==> src/rtl/bht_local_hist_pkg.sv <==
// Shared predictor package: geometry, entry/prediction types and index helpers
// for the local-history branch history table.
package bht_local_hist_pkg;

  localparam int unsigned NR_ENTRIES      = 32;
  localparam int unsigned HIST_LEN        = 3;
  localparam int unsigned INSTR_PER_FETCH = 2;
  localparam int unsigned VLEN            = 32;

  localparam int unsigned NR_ROWS  = NR_ENTRIES / INSTR_PER_FETCH;
  localparam int unsigned ROW_BITS = $clog2(NR_ROWS);
  localparam int unsigned NR_CTR   = 2 ** HIST_LEN;

  // Weakly not-taken
  localparam logic [1:0] BHT_CTR_INIT = 2'b01;

  typedef enum logic {
    BHT_IDLE  = 1'b0,
    BHT_FLUSH = 1'b1
  } bht_state_e;

  typedef struct packed {
    logic                    valid;
    logic [HIST_LEN-1:0]     hist;
    logic [NR_CTR-1:0][1:0]  ctr;
  } bht_entry_t;

  typedef struct packed {
    logic valid;
    logic taken;
  } bht_pred_t;

  localparam bht_entry_t BHT_ENTRY_INIT = '{
    valid: 1'b0,
    hist:  '0,
    ctr:   {NR_CTR{BHT_CTR_INIT}}
  };

  // Row index = pc[ROW_BITS+1:2]
  function automatic logic [ROW_BITS-1:0] bht_row(input logic [VLEN-1:0] pc);
    return ROW_BITS'(pc >> 2);
  endfunction

  // Column (16-bit slot) = pc[1]
  function automatic logic bht_col(input logic [VLEN-1:0] pc);
    return 1'(pc >> 1);
  endfunction

  // Shift the outcome into the LSB of the local history
  function automatic logic [HIST_LEN-1:0] bht_hist_shift(input logic [HIST_LEN-1:0] hist,
                                                         input logic taken);
    return HIST_LEN'({hist, taken});
  endfunction

endpackage

==> src/rtl/bht_sat_counter.sv <==
// 2-bit saturating counter next-state logic.
// Ports: i_ctr current value, i_taken direction, i_en apply step, o_ctr next value.
module bht_sat_counter (
  input  logic [1:0] i_ctr,
  input  logic       i_taken,
  input  logic       i_en,
  output logic [1:0] o_ctr
);

  always_comb begin
    o_ctr = i_ctr;
    if (i_en) begin
      if (i_taken && (i_ctr != 2'd3)) begin
        o_ctr = i_ctr + 2'd1;
      end else if (!i_taken && (i_ctr != 2'd0)) begin
        o_ctr = i_ctr - 2'd1;
      end
    end
  end

endmodule

==> src/rtl/bht_local_hist.sv <==
// Two-level local-history BHT: per-slot prediction for a 32-bit fetch block,
// training from resolved branches, and a row-by-row clear sweep on flush.
// Ports: clk_i/rst_ni clock and async active-low reset; flush_bp_i starts sweep;
// debug_mode_i blocks training; vpc_i fetch address; bht_update_* training port;
// bht_pred_valid_o/bht_pred_taken_o per-slot prediction; bp_ready_o idle flag.
module bht_local_hist
  import bht_local_hist_pkg::*;
(
  input  logic                       clk_i,
  input  logic                       rst_ni,
  input  logic                       flush_bp_i,
  input  logic                       debug_mode_i,
  input  logic [VLEN-1:0]            vpc_i,
  input  logic                       bht_update_valid_i,
  input  logic [VLEN-1:0]            bht_update_pc_i,
  input  logic                       bht_update_taken_i,
  output logic [INSTR_PER_FETCH-1:0] bht_pred_valid_o,
  output logic [INSTR_PER_FETCH-1:0] bht_pred_taken_o,
  output logic                       bp_ready_o
);

  bht_state_e          r_state;
  logic [ROW_BITS-1:0] r_ptr;
  logic                r_bp_ready;
  bht_entry_t          r_bht [NR_ROWS][INSTR_PER_FETCH];

  logic                w_idle;
  logic [ROW_BITS-1:0] w_vpc_row;
  logic [ROW_BITS-1:0] w_upd_row;
  logic                w_upd_col;
  logic                w_upd_en;
  bht_entry_t          w_upd_old;
  bht_entry_t          w_upd_new;
  logic [1:0]          w_ctr_next;
  logic [ROW_BITS-1:0] w_clr_row;
  bht_pred_t           w_pred [INSTR_PER_FETCH];

  assign w_idle     = (r_state == BHT_IDLE);
  assign bp_ready_o = r_bp_ready;

  // Zero-latency read of the fetch row; masked while sweeping
  assign w_vpc_row = bht_row(vpc_i);
  for (genvar g = 0; g < INSTR_PER_FETCH; g++) begin : g_pred
    bht_entry_t w_rd;
    assign w_rd             = r_bht[w_vpc_row][g];
    assign w_pred[g].valid  = w_rd.valid & w_idle;
    assign w_pred[g].taken  = w_rd.ctr[w_rd.hist][1] & w_idle;
    assign bht_pred_valid_o[g] = w_pred[g].valid;
    assign bht_pred_taken_o[g] = w_pred[g].taken;
  end

  // Training is dropped while sweeping and when a flush arrives the same cycle
  assign w_upd_row = bht_row(bht_update_pc_i);
  assign w_upd_col = bht_col(bht_update_pc_i);
  assign w_upd_en  = bht_update_valid_i & ~debug_mode_i & w_idle & ~flush_bp_i;
  assign w_upd_old = r_bht[w_upd_row][w_upd_col];

  bht_sat_counter u_sat_counter (
    .i_ctr   (w_upd_old.ctr[w_upd_old.hist]),
    .i_taken (bht_update_taken_i),
    .i_en    (w_upd_en),
    .o_ctr   (w_ctr_next)
  );

  // Only the counter selected by the old history moves
  always_comb begin
    w_upd_new                     = w_upd_old;
    w_upd_new.valid               = 1'b1;
    w_upd_new.ctr[w_upd_old.hist] = w_ctr_next;
    w_upd_new.hist                = bht_hist_shift(w_upd_old.hist, bht_update_taken_i);
  end

  // A flush during the sweep restarts it by clearing row 0 this cycle
  assign w_clr_row = flush_bp_i ? '0 : r_ptr;

  // FSM, sweep pointer and table storage
  always_ff @(posedge clk_i or negedge rst_ni) begin
    if (!rst_ni) begin
      r_state    <= BHT_IDLE;
      r_ptr      <= '0;
      r_bp_ready <= 1'b1;
      for (int r = 0; r < NR_ROWS; r++) begin
        for (int c = 0; c < INSTR_PER_FETCH; c++) begin
          r_bht[r][c] <= BHT_ENTRY_INIT;
        end
      end
    end else begin
      case (r_state)
        BHT_IDLE: begin
          if (flush_bp_i) begin
            r_state    <= BHT_FLUSH;
            r_ptr      <= '0;
            r_bp_ready <= 1'b0;
          end else if (w_upd_en) begin
            r_bht[w_upd_row][w_upd_col] <= w_upd_new;
          end
        end
        BHT_FLUSH: begin
          for (int c = 0; c < INSTR_PER_FETCH; c++) begin
            r_bht[w_clr_row][c] <= BHT_ENTRY_INIT;
          end
          if (flush_bp_i) begin
            r_ptr <= '0;
          end else if (r_ptr == ROW_BITS'(NR_ROWS - 1)) begin
            r_state    <= BHT_IDLE;
            r_ptr      <= '0;
            r_bp_ready <= 1'b1;
          end else begin
            r_ptr <= r_ptr + ROW_BITS'(1);
          end
        end
        default: begin
          r_state    <= BHT_IDLE;
          r_bp_ready <= 1'b1;
        end
      endcase
    end
  end

endmodule

==> config.mk <==
export PLATFORM = sky130hd
export DESIGN_NAME = bht_local_hist
export DESIGN_NICKNAME = d
export VERILOG_FILES = /design/src/rtl/bht_local_hist_pkg.sv /design/src/rtl/bht_sat_counter.sv /design/src/rtl/bht_local_hist.sv
export SDC_FILE = /design/constraint.sdc
export NUM_CORES = 1
export LEC_CHECK = 0
export CORE_ASPECT_RATIO = 1.5
export CORE_MARGIN = 2
export CORE_UTILIZATION = 40
export DETAILED_ROUTE_END_ITERATION = 16
export PLACE_DENSITY_LB_ADDON = 0.12
export SLEW_MARGIN = 0
export SYNTH_ARGS = -nofsm -noshare
export SYNTH_HDL_FRONTEND = slang
export SYNTH_SLANG_ARGS = --single-unit
==> constraint.sdc <==
create_clock -name clk_i -period 4.6 [get_ports clk_i]
set_input_delay 0.92 -clock clk_i [delete_from_list [all_inputs] [get_ports clk_i]]
set_output_delay 0.92 -clock clk_i [all_outputs]
set_load 0.05 [all_outputs]
==> impl_metrics.yaml, run 1 <==
clock_tree:
  cts_buffers: 68
  cts_max_level: 3
  clk_pin_slew_ns: 0.07
  clock_path_buffers: 3
  insertion_delay_ns: 0.67
  cts_tree: "built"
  cts_root_buf: "clkbuf_16"
  clkSinkCount: 646
sta:
  setup_tns_ns: 0
  fin_crit_sh_pct: 97.82
  relSlewSlack_pct: 24.54
  max_freq_ghz: 0.2222
  min_period_ns: 4.500
  hold_ws_ns: 0.3124
  finalHoldViolations: 0
  tightest_slew_ns: 1.132
  setup_violations: 0
  fin_ws_ns: 0.1004
  fin_worst_skew_ns: 0.03116
  slew_viol_final: 0
  rsz0062_at_grt: "no"
yosys:
  yosysSeqAreaShare_pct: 46.16
  yosysWarnings: 0
  synth_compound_area_share_pct: 20.81
  synthMuxAreaShare_pct: 18.28
  synthSimpleGateAreaFrac_pct: 10.16
  syn_nets: 3309
  synth_cell_types: 94
  ys_ff_latch: 646
  synth_edf_count: 0
  synth_top_family_by_area: "compound AO/OA/AOI/OAI gates"
  synthAdderAreaFrac_pct: 0.1051
  synth.cell_area_um2: 35720
  synth-async-reset-ratio_pct: 100.0
  syn_area_per_cell_um2: 11.04
  synthCells: 3236
  synth_xor_area_share_pct: 0.02452
  synth_ff_type: "dfrtp_1"
drt:
  wl_per_cell_um: 32.26
  drc_errors: 0
  drtPass1Iterations: 5
  detail-route-antenna-nets: 0
  routed_wl_um: 150300
  via_count: 30050
  via_per_inst: 6.449
  drt_iter0_markers: 3057
power:
  p_comb_share_pct: 12.8
  seq_power_share_pct: 45.1
  swShare_pct: 26.98
  p_sw_w: 0.003614
  leakagePower_nw: 18.82
  p_int_w: 0.009782
  total_power_w: 0.01340
  clock_power_share_pct: 42.0
  ir_worst_vdd_v: 0.0003563
  power.density_cell_area_nw_per_um2: 316.9
critical_path:
  max_stage_delay_ns: 0.54
  rr_worst_depth: 16
  rrSetupSlack_ns: 0.52
  slowest_stage: "mux4_2"
  endpoint_kind: "output pin"
  cp_max_fo: 20
  worstSetupPathType: "in2out"
  start_kind: "input pin"
  critPathArrivalTime_ns: 3.58
  worstPathRequired_ns: 3.68
  crit_chain: "buf_6, buf_12, mux4_2, mux4_2, mux2_2, nand2_1, o21ai_0, mux2i_1, buf_4, nor2_4, buf_4"
floorplanning:
  die-area_um2: 91750
  dieWidth_um: 248.0
  fp.dieH_um: 370.0
  core_area_um2: 88690
  row_count: 134
  start_util_pct: 40.27
  boundaryPins: 75
layout:
  synthToLayoutAreaGrowth_pct: 18.34
  nFillCells: 7964
  stdcell_count: 4659
  fin_nets: 3528
  drive_above_1_share_pct: 36.09
placement:
  dp_cells: 4537
  dp_hpwl_um: 102000
  dp_slack_ns: -1.100
  gp_congestion: 0.9745
  port_buffers: 19
global_routing:
  grt_usage_pct: 33.17
  antenna_found_initial: 3
  grt_overflow_total: 0
  grt_pass1_vias: 30700
  grt_pass1_wl_um: 217600
  grt_max_degree: 126
min_path:
  hp-class: "in2async"
outcome:
  outcome: "finished clean"
job:
  drv_cap: 0
[cell type report]
cell class	count	area (um2)	share of cell area, %
antenna	1	2.502	0.005921
clock buffer	100	2036	4.816
clock inverter	17	155.1	0.3671
inverter	8	30.03	0.07105
multi-input combinational	2269	17900	42.35
sequential	646	16490	39.02
tap	1156	1446	3.422
timing repair buffer	462	4205	9.950
[worst max-delay path, delay by kind of cell]
kind	cells	cell delay, ns
and+or+nand+nor	2	0.09
AOI/OAI and AO/OA	1	0.18
buffers and inverters	4	0.79
muxes	4	1.56
[power by group through the flow]
stage	registers (W)	clock network (W)	logic (W)
after floorplan	0.00610	0	0.000901
after global placement	0.00612	0	0.00167
after detailed placement	0.00614	0	0.00169
after CTS	0.00604	0.00573	0.00170
after global routing	0.00606	0.00596	0.00181
final	0.00604	0.00563	0.00172
[layout by cell type, fill, tap and decap left out, types with 34 or more instances in the layout]
cell and instances:
o21ai_1 109, nor2_1 168, nand3_1 71, clkbuf_16 72, dfstp_2 257, o211ai_1 80
nor3_1 34, a22o_1 147, buf_12 51, a22oi_1 36, o21ai_0 349, buf_4 391
mux4_2 232, a21oi_1 103, nand2_1 491, o211ai_2 82, mux2i_1 95, dfrtp_1 388
[cell families (layout without fill, tap and decap cells)]
| family | after synthesis | after routing |
|---|---|---|
| buffers and inverters | 321 | 587 |
| AO/OA/AOI/OAI | 1051 | 1051 |
| flip-flops | 646 | 646 |
| adder cells (fa/ha/maj) | 3 | 3 |
| AND/OR/NAND/NOR | 858 | 858 |
| multiplexers | 356 | 356 |
| other | 0 | 1 |
| XOR/XNOR | 1 | 1 |
[what timing repair did]
item | 4_1_cts | 5_1_grt
endpoints found under the hold margin | 0 | 0
hold buffers | 0 | 0
pin swaps | 0 | 1
gates resized for setup | 4 | 21
setup endpoints to repair | 512 | 505
buffers inserted | 0 | 3
cloned | 0 | 1
[final timing paths]
path	start	endpoint
max reg2reg	r_bht[116]$_DFFE_PN0P_	r_bht[527]$_DFFE_PN0P_
min reg2reg	r_bht[199]$_DFFE_PN0P_	r_bht[199]$_DFFE_PN0P_
min	rst_ni	r_bht[229]$_DFFE_PN0P_
min in group clk_i	r_bht[199]$_DFFE_PN0P_	r_bht[199]$_DFFE_PN0P_
max	vpc_i[2]	bht_pred_taken_o[0]
max in group asynchronous	rst_ni	r_bht[291]$_DFFE_PN0P_
[per-layer routing]
metal | vias to the layer above | global-route usage [%] | wire length, um
li1 | 12570 | - | -
met1 | 15450 | 39.79 | 55380
met2 | 1584 | 53.48 | 71860
met3 | 442 | 6.179 | 10960
met4 | 2 | 23.51 | 12080
met5 | - | 0.2674 | 13
[Yosys cell counts, drive strengths merged (7+ instances only)]
cell | number | area share (%)
a21o | 20 | 0.42
a21oi | 112 | 1.6
a221oi | 12 | 0.35
a22o | 147 | 3.6
a22oi | 37 | 0.78
a31oi | 14 | 0.29
a32o | 7 | 0.20
and2 | 8 | 0.14
and3 | 20 | 0.35
buf | 119 | 2.3
clkbuf | 194 | 2.0
dfrtp | 389 | 27
dfstp | 257 | 19
inv | 8 | 0.084
mux2 | 25 | 0.80
mux2i | 99 | 2.9
mux4 | 232 | 15
nand2 | 496 | 5.2
nand3 | 75 | 1.1
nor2 | 173 | 1.8
nor2b | 13 | 0.23
nor3 | 39 | 0.55
o211ai | 163 | 4.6
o21ai | 461 | 6.5
o22ai | 32 | 1.1
[stage by stage]
| stage | instance area (um2) | utilization [%] |
|---|---|---|
| floorplan | 35830 | - |
| global placement | 39900 | 44.99 |
| detailed placement | 39900 | 44.99 |
| CTS | 42110 | 47.48 |
| global route | 42260 | 47.65 |
| finish | 42270 | 47.65 |
[sequential cells by signal, summed over array words and instances (netlist names)]
signal and count:
r_state 1, bp_ready_o 1, r_ptr 4, r_bht 640
(Power assumes the default switching activity.)
==> inputs of run 2 (changes only) <==
CORE_UTILIZATION = 35   (was 40)
PLACE_DENSITY_LB_ADDON = 0.05   (was 0.12)
==> impl_metrics.yaml, run 2 (synthesis gave the netlist of run 1 again) <==
drt:
  via_count: 30090
  drt_iter0_markers: 2794
  detail-route-antenna-nets: 0
  drtPass1Iterations: 5
  drc_errors: 0
  wl_per_cell_um: 33.39
  via_per_inst: 6.181
  routed_wl_um: 162500
floorplanning:
  die-area_um2: 104700
  core_area_um2: 101300
  fp.dieH_um: 395.2
  row_count: 143
  start_util_pct: 35.27
  dieWidth_um: 264.8
  boundaryPins: 75
power:
  clock_power_share_pct: 44.3
  ir_worst_vdd_v: 0.0003190
  total_power_w: 0.01415
  power.density_cell_area_nw_per_um2: 326.0
  p_sw_w: 0.003853
  swShare_pct: 27.22
  p_comb_share_pct: 13.0
  leakagePower_nw: 19.29
  p_int_w: 0.01030
  seq_power_share_pct: 42.7
sta:
  fin_ws_ns: 0.07833
  min_period_ns: 4.522
  max_freq_ghz: 0.2212
  finalHoldViolations: 0
  slew_viol_final: 0
  fin_crit_sh_pct: 98.30
  relSlewSlack_pct: 28.46
  setup_violations: 0
  fin_worst_skew_ns: 0.03095
  tightest_slew_ns: 1.073
critical_path:
  worstSetupPathType: "in2reg"
  max_stage_delay_ns: 0.54
  slowest_stage: "mux4_2"
  crit_buf_inv: 4
  start_kind: "input pin"
  endpoint_kind: "flop"
  worstPathRequired_ns: 5.16
  crit_family: "multiplexers"
  critPathArrivalTime_ns: 5.08
  crit_chain: "buf_4, buf_12, mux4_2, mux4_2, nand2_2, nand2_4, and4_4, a211o_4, a21oi_2, inv_1, ha_2, nor2b_4, mux2_4, nand2_2, nand2_1, mux2i_1, a31oi_4, nor3_1, buf_4, a32o_1"
  cp_max_fo: 13
job:
  drv_cap: 0
outcome:
  outcome: "finished clean"
min_path:
  hp-class: "in2async"
layout:
  stdcell_count: 4868
  final_area_um2: 43420
  fin_nets: 3572
  largest_register_ff_count: 640
  mostFrequentLayoutCell: "nand2_1"
  top_register: "r_bht"
  synthToLayoutAreaGrowth_pct: 21.58
  reg.largest.list: "r_bht: 640 flops, r_ptr: 4 flops"
  drive_above_1_share_pct: 37.38
  utilization_pct: 42.88
  final_cell_mix: "nand2_1, buf_4, dfrtp_1"
  nFillCells: 9548
global_routing:
  grt_pass1_wl_um: 229700
  grt_pass1_vias: 30660
  grt_overflow_total: 0
  antenna_found_initial: 3
  grt_max_degree: 148
  grt_usage_pct: 30.78
clock_tree:
  cts_max_level: 3
  clk_pin_slew_ns: 0.06
  cts_buffers: 75
  cts_hold_buf: 0
  insertion_delay_ns: 0.69
  cts_tree: "built"
  clock_path_buffers: 3
  clkSinkCount: 646
  cts_root_buf: "clkbuf_16"
placement:
  dp_slack_ns: -1.012
  gp_congestion: 0.9444
  placed_area_um2: 40410
  dp_cells: 4712
  dp_hpwl_um: 110500
  port_buffers: 19
## run 2: path summary, 6_finish.rpt
check,start,to,slack (ns),depth (start not counted)
worst min-delay path,rst_ni,r_bht[447]$_DFFE_PN0P_,0.31,1
worst max-delay path,bht_update_pc_i[5],r_bht[293]$_DFFE_PN0P_,0.08,20
worst max register to register,r_bht[376]$_DFFE_PN0P_,r_bht[293]$_DFFE_PN0P_,0.26,18
max in group asynchronous,rst_ni,r_bht[72]$_DFFE_PN1P_,3.08,2
worst min register to register,r_bht[59]$_DFFE_PN0P_,r_bht[59]$_DFFE_PN0P_,0.48,2
min in group clk_i,r_bht[59]$_DFFE_PN0P_,r_bht[59]$_DFFE_PN0P_,0.48,2
## run 2: metrics by stage
step	setup TNS, ns	hold WS, ns
finish	0	0.3093
global route	-0.004639	0.3485
CTS	0	0.3079
detailed placement	-411.65	0.4617
global placement	-405.64	0.4555
floorplan	0	0.4416
## run 2: power groups by stage
stage	logic (W)	clock network, W	registers, W
final	0.00184	0.00627	0.00605
after global routing	0.00194	0.00664	0.00606
after CTS	0.00180	0.00639	0.00604
after detailed placement	0.00178	0	0.00614
after global placement	0.00176	0	0.00613
after floorplan	0.000901	0	0.00610
## run 2: layout make-up
class / count / area (um2) / share of cell area [%]
sequential: 646 / 16490 / 37.98
antenna: 2 / 5.005 / 0.01153
timing repair buffer: 499 / 4741 / 10.92
clock inverter: 31 / 311.5 / 0.7175
clock buffer: 108 / 2245 / 5.169
inverter: 8 / 30.03 / 0.06916
multi-input combinational: 2269 / 17970 / 41.38
tap: 1305 / 1633 / 3.760
## run 2: layer usage
metal | up-vias | GRT usage [%] | share of wire, %
li1 | 12670 | - | -
met1 | 15730 | 37.47 | 38
met2 | 1320 | 52.17 | 49
met3 | 379 | 4.445 | 5.7
met4 | 0 | 17.44 | 6.6
met5 | - | 0 | 0
## run 2: what timing repair did
item	CTS	global route
pin swaps	1	4
resized for setup	9	34
setup buffers	2	7
endpoints found under the setup margin	498	512
gates cloned	1	5
